<file path="config.mk">
export PLATFORM = sky130hd
export DESIGN_NAME = ippcrc_stream
export DESIGN_NICKNAME = d
export VERILOG_FILES = /design/src/rtl/ippcrc_pkg.sv /design/src/rtl/ippcrc_step8.sv /design/src/rtl/ippcrc_stream.sv
export SDC_FILE = /design/constraint.sdc
export NUM_CORES = 1
export LEC_CHECK = 0
export CAP_MARGIN = 10
export CELL_PAD_IN_SITES_DETAIL_PLACEMENT = 1
export CELL_PAD_IN_SITES_GLOBAL_PLACEMENT = 1
export CORE_MARGIN = 1.5
export CORE_UTILIZATION = 39
export CTS_CLUSTER_SIZE = 16
export DETAILED_ROUTE_END_ITERATION = 8
export GPL_ROUTABILITY_DRIVEN = 0
export PLACE_DENSITY_LB_ADDON = 0.1
export SYNTH_ARGS = -nofsm -noshare
export SYNTH_HDL_FRONTEND = slang
export SYNTH_SLANG_ARGS = --single-unit
</file>
<file path="constraint.sdc">
create_clock -name clk -period 4 [get_ports clk]
set_input_delay 0.8 -clock clk [delete_from_list [all_inputs] [get_ports clk]]
set_output_delay 0.8 -clock clk [all_outputs]
set_load 0.005 [all_outputs]
</file>
<file path="src/rtl/ippcrc_pkg.sv">
// ippcrc_pkg: shared polynomial constants, FSM state type and width helper for the ippcrc blocks
package ippcrc_pkg;

    localparam logic [11:0] CRC12       = 12'h80F;
    localparam logic [15:0] CRC16_CCITT = 16'h1021;
    localparam logic [31:0] CRC32       = 32'h04C11DB7;

    typedef enum logic [1:0] {IDLE, BUSY, DONE} state_e;

    function automatic int clog2(input int v);
        int r;
        for (r = 0; (1 << r) < v; r++) begin
        end
        return r;
    endfunction

endpackage

</file>
<file path="src/rtl/ippcrc_step8.sv">
// ippcrc_step8: combinational one-byte CRC step, byte bit 0 enters the register first
module ippcrc_step8
    import ippcrc_pkg::*;
#(
    parameter int            CW   = 12,
    parameter logic [CW-1:0] POLY = CW'(CRC12)
) (
    input  logic [CW-1:0] crc_i,
    input  logic [7:0]    dat_i,
    output logic [CW-1:0] crc_o
);

    // shift eight data bits through the register, feeding back POLY on each MSB carry
    always_comb begin
        crc_o = crc_i;
        for (int i = 0; i < 8; i++) crc_o = {crc_o[CW-2:0], 1'b0} ^ ({CW{crc_o[CW-1] ^ dat_i[i]}} & POLY);
    end

endmodule

</file>
<file path="src/rtl/ippcrc_stream.sv">
// ippcrc_stream: frame-aware streaming CRC engine; IPPCRC_STREAM_CHECK_EN adds FCS compare (fcs_i/res_ok)
module ippcrc_stream
    import ippcrc_pkg::*;
#(
    parameter int            CW     = 12,
    parameter int            DW     = 64,
    parameter logic [CW-1:0] POLY   = CW'(CRC12),
    parameter logic [CW-1:0] INIT   = '0,
    parameter logic [CW-1:0] XOROUT = '0,
    localparam int           NB     = DW / 8,
    localparam int           NBW    = clog2(NB) + 1
) (
    input  logic           clk,
    input  logic           rst_n,
    input  logic           in_vld,
    output logic           in_rdy,
    input  logic           in_sop,
    input  logic           in_eop,
    input  logic [NBW-1:0] in_nb,
    input  logic [DW-1:0]  in_dat,
    output logic           res_vld,
    input  logic           res_rdy,
    output logic [CW-1:0]  res_crc,
    output logic           err_nosop
`ifdef IPPCRC_STREAM_CHECK_EN
    ,
    input  logic [CW-1:0]  fcs_i,
    output logic           res_ok
`endif
);

    state_e        state_q, state_d, eff;
    logic [CW-1:0] crc_q, crc_d, res_crc_q, res_crc_d, crc_upd;
    logic          err_q, err_d, acc, take, ok_q, ok_d;
    logic [CW-1:0] tap [NB+1];

    assign in_rdy    = (state_q != DONE) | res_rdy;
    assign acc       = in_vld & in_rdy;
    assign tap[0]    = in_sop ? INIT : crc_q;
    assign res_vld   = state_q == DONE;
    assign res_crc   = res_crc_q;
    assign err_nosop = err_q;

    for (genvar g = 0; g < NB; g++) begin : g_step
        ippcrc_step8 #(.CW(CW), .POLY(POLY)) u_step (
            .crc_i(tap[g]),
            .dat_i(in_dat[8*g +: 8]),
            .crc_o(tap[g+1])
        );
    end

    // a partial eop beat takes the tap after in_nb bytes, otherwise the full cascade
    always_comb begin
        crc_upd = tap[NB];
        for (int k = 1; k < NB; k++) crc_upd = (in_eop && in_nb == NBW'(k)) ? tap[k] : crc_upd;
    end

    // a result being accepted frees the engine in the same cycle, so a new sop can follow at full rate
    always_comb begin
        eff       = (state_q == DONE && res_rdy) ? IDLE : state_q;
        take      = acc && (in_sop || eff == BUSY);
        err_d     = acc && !take;
        state_d   = take ? (in_eop ? DONE : BUSY) : eff;
        crc_d     = take ? crc_upd : crc_q;
        res_crc_d = (take && in_eop) ? crc_upd ^ XOROUT : res_crc_q;
`ifdef IPPCRC_STREAM_CHECK_EN
        ok_d      = (take && in_eop) ? ((crc_upd ^ XOROUT) == fcs_i) : ok_q;
`else
        ok_d      = 1'b0;
`endif
    end

    // state, running CRC and registered result
    always_ff @(posedge clk or negedge rst_n) begin
        if (!rst_n) begin
            state_q   <= IDLE;
            crc_q     <= INIT;
            res_crc_q <= '0;
            err_q     <= 1'b0;
            ok_q      <= 1'b0;
        end else begin
            state_q   <= state_d;
            crc_q     <= crc_d;
            res_crc_q <= res_crc_d;
            err_q     <= err_d;
            ok_q      <= ok_d;
        end
    end

`ifdef IPPCRC_STREAM_CHECK_EN
    assign res_ok = ok_q;
`else
    logic unused_ok;
    assign unused_ok = ok_q;
`endif

endmodule

</file>
==> impl_metrics.csv, run 1 <==
group,metric,value,unit
floorplan,io_pins,89,
clocking,cts_max_level,1,
clocking,cts-root-buf,"clkbuf_16",
clocking,cts_buffers,3,
global_route,overflow,202,
logic_synthesis,netlist_area,0.00546,sq mm
floorplan,die_y,121,microns
logic_synthesis,synth_flop_cell,"dfrtp_1",
global_route,grt_max_degree,41,
logic_synthesis,ys_types,50,
outcome,failing_step,"global routing",
logic_synthesis,syn_nets,664,
placement,place.port_buffers,88,
logic_synthesis,yosysWarnings,0,
clocking,cts_buffer_depth,2,
floorplan,fp.dieW,121,microns
logic_synthesis,synth_edf_count,0,
logic_synthesis,ys_seq_elements,27,
floorplan,num_rows,43,
logic_synthesis,ys_seq_area_frac,0.124,
timing,worstEpCategory,"register data pin",
timing,worst_endpoint,"res_crc[11]$_DFFE_PN0P_/D",
global_route,grt_use_total,0.747,
clocking,cts_sinks,27,
logic_synthesis,ys_async_sr_fraction,1.00,
placement,dp_hpwl,18400,microns
outcome,status,"stopped before the end",
floorplan,start_util,0.396,
clocking,cts_hold_buf,0,
logic_synthesis,synth_area_per_cell,9.25,sq um
logic_synthesis,syn_inst,590,
outcome,error_line,"[ERROR GRT-0232] Routing congestion too high. Check the congestion heatmap in the GUI.",
[synthesized netlist by cell type, types with 2 or more instances]
cell type / instances / share of area
o211ai_1: 5 / 0.0069
mux2i_1: 3 / 0.0055
buf_2: 3 / 0.0027
xnor2_2: 22 / 0.066
a31oi_1: 5 / 0.0057
xnor3_1: 21 / 0.087
a21oi_1: 35 / 0.032
nor2_1: 50 / 0.034
a211oi_1: 13 / 0.018
and3_1: 2 / 0.0023
o22ai_1: 5 / 0.0057
a211o_1: 2 / 0.0032
nor3_1: 3 / 0.0027
or3_1: 2 / 0.0023
o21ai_1: 2 / 0.0018
xnor3_2: 7 / 0.030
xnor2_4: 3 / 0.015
o21ai_0: 29 / 0.027
nor2b_1: 6 / 0.0069
nand2b_1: 4 / 0.0046
buf_6: 2 / 0.0041
xnor2_1: 170 / 0.27
mux2_2: 3 / 0.0062
xor2_1: 61 / 0.098
nor2_4: 2 / 0.0041
o31ai_1: 2 / 0.0027
dfrtp_1: 27 / 0.12
xor2_2: 3 / 0.0089
nand2_1: 47 / 0.032
xor3_1: 8 / 0.035
nand3_1: 4 / 0.0037
inv_1: 3 / 0.0021
clkbuf_1: 19 / 0.013
[metal layers]
metal / GRT overflow / GRT usage
met3: 2 / 0.514
met5: 0 / 0.158
met1: 2 / 0.733
met4: 83 / 0.824
met2: 115 / 0.958
[through the flow]
step                setup slack, ns  std cells  cell area [sq um]
detailed placement            -1.12       1021               8010
global placement             -0.995       1021               8010
CTS                          -0.501       1078               9260
floorplan                    -0.349        590               5610
[logic make-up after synthesis]
group,Yosys count,synth area share
xor gates and xnor gates,297,0.622
and+or+nand+nor,125,0.0997
AOI/OAI and AO/OA,107,0.121
buffers and inverters,28,0.0227
DFF,27,0.124
muxes,6,0.0117
[what timing repair did]
| action | CTS |
|---|---|
| gates resized for setup | 178 |
| pin swaps | 79 |
| setup endpoints to repair | 24 |
| setup buffers | 56 |
==> run 2: changes to the inputs <==
==> config.mk (replaced) <==
export PLATFORM = sky130hd
export DESIGN_NAME = ippcrc_stream
export DESIGN_NICKNAME = d
export VERILOG_FILES = /design/src/rtl/ippcrc_pkg.sv /design/src/rtl/ippcrc_step8.sv /design/src/rtl/ippcrc_stream.sv
export SDC_FILE = /design/constraint.sdc
export NUM_CORES = 1
export LEC_CHECK = 0
export CAP_MARGIN = 10
export CORE_MARGIN = 1.5
export CORE_UTILIZATION = 31
export DETAILED_ROUTE_END_ITERATION = 8
export GPL_ROUTABILITY_DRIVEN = 0
export PLACE_DENSITY_LB_ADDON = 0.15
export SYNTH_ARGS = -nofsm -noshare
export SYNTH_HDL_FRONTEND = slang
export SYNTH_SLANG_ARGS = --single-unit
==> constraint.sdc (replaced) <==
create_clock -name clk -period 5.2 [get_ports clk]
set_input_delay 1.04 -clock clk [delete_from_list [all_inputs] [get_ports clk]]
set_output_delay 1.04 -clock clk [all_outputs]
set_load 0.005 [all_outputs]
==> run 2 against run 1 <==
  * The run now ends clean
  * Area after synthesis did not move
  * Synthesized cell count did not move
==> impl_metrics.csv, run 2 <==
group,metric,value,unit
floorplan,start_util,0.317,
cells_and_area,syn2layout_area_growth,46.0,%
timing,maxSlewViolCount,0,
route,vias,4769,
clocking,cts_buffers,3,
route,wl_per_cell,17.9,microns
global_route,grt_antenna_before_repair,0,
logic_synthesis,synth_edf_count,0,
logic_synthesis,syn_nets,664,
clocking,cts-root-buf,"clkbuf_16",
logic_synthesis,ys_types,50,
timing,max-slew-margin-rel,0.489,
cells_and_area,n_antenna_cell,0,
flow_run,maxCapViolations,0,
route,drt-pass1-iter-count,4,
setup_path,cp.required,5.39,ns
timing,hold_violations,0,
logic_synthesis,netlist_area,0.00546,sq mm
route,drtIter0Drc,205,
setup_path,cp_common_cell,"buf_4",
setup_path,crit_fanout,5,
global_route,grt_first_pass_wirelength,28200,microns
setup_path,path_depth,18,
setup_path,path_cells,"clkdlybuf4s50_1, buf_4, xnor2_4, xnor2_2, xnor2_2, buf_4, xnor3_1, xnor3_2, buf_12, xnor2_4, buf_4, xnor3_1, nand2b_1, xnor2_1, nor2_1, nor2_1, a211o_1, o21ai_1",
setup_path,regToRegEndpoint,"crc_q[2]",
floorplan,fp.dieW,136,microns
clocking,cts_buffer_depth,2,
setup_path,r2r_cells,13,
placement,place.port_buffers,88,
setup_path,worstSetupPathType,"in2reg",
logic_synthesis,yosysWarnings,0,
timing,fin_crit_sh,0.964,
global_route,grt_max_degree,72,
logic_synthesis,ys_seq_area_frac,0.124,
logic_synthesis,synth_flop_cell,"dfrtp_1",
timing,setup_ws,0.187,ns
global_route,grt_pass1_vias,4924,
timing,fmax,0.199,GHz
cells_and_area,final_cell_mix,"150 x xnor2_1, 144 x buf_4, 84 x clkdlybuf4s50_1",
timing,setup_viol,0,
route,ant_nets,0,
timing,fin_tns_setup,0,ns
logic_synthesis,synth_area_per_cell,9.25,sq um
setup_path,ff2ff_setup_slack,0.89,ns
setup_path,slowest_delay,0.49,ns
setup_path,start_kind,"primary input",
route,drt_wl_total,18400,microns
logic_synthesis,synth.top_cells.by_area,"xnor2_1 27%, dfrtp_1 12%, xor2_1 9.8%",
setup_path,critPathSlowestCell,"clkdlybuf4s50_1",
cells_and_area,final_common_cell,"xnor2_1",
cells_and_area,drive_gt1_frac,0.288,
placement,dp_hpwl,15800,microns
floorplan,die_y,136,microns
clocking,tritoncts,"done",
outcome,status,"completed",
clocking,cts_max_level,1,
floorplan,num_rows,48,
setup_path,crit_buf_inv,5,
logic_synthesis,syn_inst,590,
worst_hold_path,hold_path_class,"reg2reg",
setup_path,crit_path_end_kind,"flip-flop",
logic_synthesis,synth_top_area_share,0.273,
placement,dpl.cell_count,1020,
setup_path,critPathTopFamily,"XOR/XNOR gates",
logic_synthesis,yosys.area.top_type,"xnor2_1",
clocking,cts_sinks,27,
worst_hold_path,worstHoldPathCells,2,
floorplan,design.die.area,0.0184,sq mm
worst_hold_path,hold-path-endpoint,"res_crc[8]",
route,vias_per_cell,4.64,
setup_path,regToRegStartpoint,"crc_q[9]",
logic_synthesis,ys_seq_elements,27,
timing,tightest_slew,0.764,ns
logic_synthesis,yosysMostFrequentCell,"xnor2_1",
logic_synthesis,ys_async_sr_fraction,1.00,
logic_synthesis,ys_top_cells_by_count,"170 x xnor2_1, 61 x xor2_1, 50 x nor2_1, 47 x nand2_1, 35 x a21oi_1",
worst_hold_path,min-delay-start,"res_crc[8]",
global_route,overflow,0,
floorplan,io_pins,89,
setup_path,cp-startpoint,"in_dat[3]",
clocking,cts_hold_buf,0,
clocking,clkTransAtPathRegs,0.07,ns
timing,fin_skew,0.00175,ns
floorplan,core,0.0172,sq mm
clocking,worstSkewPairLatency,0.26,ns
cells_and_area,finalNonFillerCells,1028,
route,drc,0,
cells_and_area,final_core_util,0.463,
setup_path,crit_arrival,5.20,ns
global_route,grt_use_total,0.203,
placement,dp_slack,-0.230,ns
cells_and_area,layout.nets,878,
timing,period_needed,5.01,ns
-- run 2: layer usage --
layer  routed length, microns  up-vias  share of wire  global-route usage
met5                        0        -              0                   0
met4                      402        0          0.022              0.0460
met3                      702       23          0.038              0.0101
met2                     8790      125           0.48               0.349
met1                     8510     2237           0.46               0.281
li1                         -     2384              -                   -
-- run 2: logic make-up (layout without fill, tap and decap cells) --
logic type	count (synthesis)	after routing	synth area share
mux	6	6	0.0117
buf+inv	28	241	0.0227
compound gates	107	107	0.121
flops	27	27	0.124
xor+xnor	297	297	0.622
simple gates	125	125	0.0997
-- run 2: timing repair --
| action | CTS | global route |
|---|---|---|
| setup buffers | 0 | 4 |
| resized for setup | 0 | 42 |
| endpoints found under the hold margin | 0 | 0 |
| setup endpoints to repair | 0 | 10 |
-- run 2: through the flow --
| stage | instance area (sq um) | hold slack, ns |
|---|---|---|
| floorplan | 5460 | 0.442 |
| global placement | 7580 | 0.462 |
| detailed placement | 7580 | 0.471 |
| CTS | 7670 | 0.486 |
| global route | 7970 | 0.506 |
| finish | 7970 | 0.475 |
-- run 2: worst min-delay path, stage by stage (launching register included) --
cell and delay [ns]:
dfrtp_1 0.34, nand2_1 0.04, o21ai_0 0.06
-- run 2: layout make-up --
class / instances / area [sq um]
Sequential cell: 27 / 676
Multi-Input combinational cell: 535 / 4920
Inverter: 3 / 11.3
Clock inverter: 1 / 7.51
Clock buffer: 3 / 75.1
Fill cell: 1623 / 9260
Tap cell: 225 / 282
Timing Repair Buffer: 234 / 2000
-- run 2: worst max-delay path by stage --
stage,endpoint,slack [ns]
6_report,crc_q[0],0.19
3_5_place_dp,crc_q[11],-0.23
4_1_cts,crc_q[11],0.02
5_1_grt,res_crc[9],-0.006
3_3_place_gp,res_crc[11],-0.21
2_1_floorplan,res_crc[11],0.27
Power of run 2 is not shown: default switching activity piles up to over one toggle a cycle in this logic, so the estimate is an artifact.
==> run 3: changes to the inputs <==
--- a/config.mk
+++ b/config.mk
@@ -6,11 +6,13 @@
 export NUM_CORES = 1
 export LEC_CHECK = 0
 export CAP_MARGIN = 10
-export CORE_MARGIN = 1.5
+export CORE_MARGIN = 4
 export CORE_UTILIZATION = 31
+export CTS_BUF_LIST = sky130_fd_sc_hd__clkbuf_8
 export DETAILED_ROUTE_END_ITERATION = 8
 export GPL_ROUTABILITY_DRIVEN = 0
 export PLACE_DENSITY_LB_ADDON = 0.15
+export SKIP_CTS_REPAIR_TIMING = 1
 export SYNTH_ARGS = -nofsm -noshare
 export SYNTH_HDL_FRONTEND = slang
 export SYNTH_SLANG_ARGS = --single-unit
==> run 3 against run 2 <==
  * Register-to-register slack worse by 0.12 ns
  * Sequential cell count unchanged
  * Sequential share of layout area up 0.17 points
  * Core utilization down 1.1 points
  * Count of clock-buffer cells in the layout unchanged
  * Global-route usage down 2.3 points
  * Critical path depth down 2
  * Routed wire length down 1.6%
  * First-iteration DRC count up 32%
  * Non-clock buffer count down 2
  * Via count down 0.17%
  * Largest cell class unchanged
  * Cell count down 0.19%
==> impl_metrics.csv, run 3 (synthesis gave the netlist of run 2 again) <==
group,metric,value,unit
outcome,status,"completed",
setup_path,critPathSlowestCell,"xnor3_2",
route,drc,0,
route,vias_per_cell,4.64,
timing,rsz0062_at_grt,"no",
clocking,cts_max_level,1,
setup_path,path_cells,"clkdlybuf4s50_1, buf_4, buf_4, nor2_4, xnor3_2, buf_4, xnor2_4, xnor2_2, xnor2_2, xnor3_2, xnor3_2, xnor3_2, xnor3_1, nor2_1, o311ai_2, a31oi_1",
floorplan,core,0.0173,sq mm
setup_path,cp.required,5.32,ns
flow_run,maxCapViolations,0,
cells_and_area,final_common_cell,"xnor2_1",
clocking,worstSkewPairLatency,0.28,ns
cells_and_area,fillers,1698,
setup_path,slowest_delay,0.44,ns
route,drt-pass1-iter-count,4,
setup_path,regToRegEndpoint,"crc_q[11]",
timing,fin_skew,0.00281,ns
clocking,cts_buffers,3,
clocking,cts_buffer_depth,2,
setup_path,crit_path_end_kind,"flip-flop",
floorplan,die_y,141,microns
cells_and_area,final_cell_mix,"158 x xnor2_1, 144 x buf_4, 84 x clkdlybuf4s50_1",
setup_path,r2r_cells,13,
floorplan,io_pins,89,
route,vias,4761,
placement,place.port_buffers,88,
timing,setup_viol,0,
timing,maxSlewViolCount,0,
cells_and_area,layout.nets,876,
floorplan,fp.dieW,141,microns
timing,fin_crit_sh,0.969,
timing,tightest_slew,0.937,ns
worst_hold_path,min-delay-start,"res_crc[5]",
timing,fmax,0.199,GHz
clocking,cts-root-buf,"clkbuf_8",
worst_hold_path,worstHoldPathCells,2,
route,drt_wl_total,18100,microns
floorplan,design.die.area,0.0198,sq mm
timing,hold_violations,0,
setup_path,cp_common_cell,"xnor3_2",
global_route,grt_antenna_before_repair,0,
setup_path,critPathTopFamily,"XOR/XNOR gates",
setup_path,crit_arrival,5.15,ns
setup_path,ff2ff_setup_slack,0.77,ns
clocking,clkTransAtPathRegs,0.09,ns
route,drtIter0Drc,271,
timing,max-slew-margin-rel,0.373,
global_route,overflow,0,
floorplan,num_rows,48,
setup_path,worstSetupPathType,"in2reg",
cells_and_area,multi_input_area,0.00484,sq mm
setup_path,crit_fanout,6,
cells_and_area,n_antenna_cell,0,
placement,dp_hpwl,15700,microns
timing,fin_tns_setup,0,ns
worst_hold_path,hold-path-endpoint,"res_crc[5]",
cells_and_area,drive_gt1_frac,0.272,
worst_hold_path,hold_path_class,"reg2reg",
cells_and_area,syn2layout_area_growth,43.2,%
route,ant_nets,0,
clocking,tritoncts,"done",
global_route,grt_max_degree,73,
setup_path,path_depth,16,
timing,hold_ws,0.492,ns
floorplan,start_util,0.316,
setup_path,crit_buf_inv,4,
timing,period_needed,5.04,ns
setup_path,regToRegStartpoint,"crc_q[9]",
cells_and_area,seq_area,676,sq um
global_route,grt_first_pass_wirelength,28000,microns
global_route,grt_pass1_vias,4961,
global_route,grt_use_total,0.181,
clocking,cts_sinks,27,
setup_path,start_kind,"primary input",
route,wl_per_cell,17.6,microns
## run 3: worst max path at each step
stage	startpoint	end	slack (ns)
6_report	in_sop	crc_q[11]	0.16
3_5_place_dp	in_dat[5]	crc_q[11]	-0.28
4_1_cts	in_dat[5]	crc_q[11]	-0.004
5_1_grt	in_sop	crc_q[11]	0.005
2_1_floorplan	in_sop	res_crc[11]	0.27
3_3_place_gp	in_sop	crc_q[11]	-0.23
## run 3: worst min-delay path, cell delays in order, from the launching register on
cell     delay, ns
dfrtp_1       0.36
nand2_1       0.05
nand2_1       0.06
## run 3: cell type report
class                   count  share of cell area
repair buffers            232               0.251
flip-flops and latches     27              0.0864
clock buffers               3             0.00528
well taps                 225              0.0360
multi-input cells         535               0.619
clock inverters             1            0.000640
inverters                   3             0.00144
## run 3: per-stage QoR
| step | std cells | util | instance area [sq um] | setup slack (ns) |
|---|---|---|---|---|
| 4_1_cts | 1023 | 0.440 | 7610 | -0.00385 |
| 5_1_grt | 1026 | 0.452 | 7820 | 0.00456 |
| 6_report | 1026 | 0.452 | 7820 | 0.162 |
| 3_5_place_dp | 1019 | 0.437 | 7560 | -0.285 |
| 2_1_floorplan | 590 | - | 5460 | 0.271 |
| 3_3_place_gp | 1019 | 0.437 | 7560 | -0.234 |
## run 3: routing by layer
metal,vias up,track usage,share of wire
li1,2383,-,-
met1,2252,0.261,0.47
met2,111,0.299,0.47
met3,15,0.0163,0.044
met4,0,0.0291,0.012
met5,-,0,0
Power of run 3 is left out for the same reason.
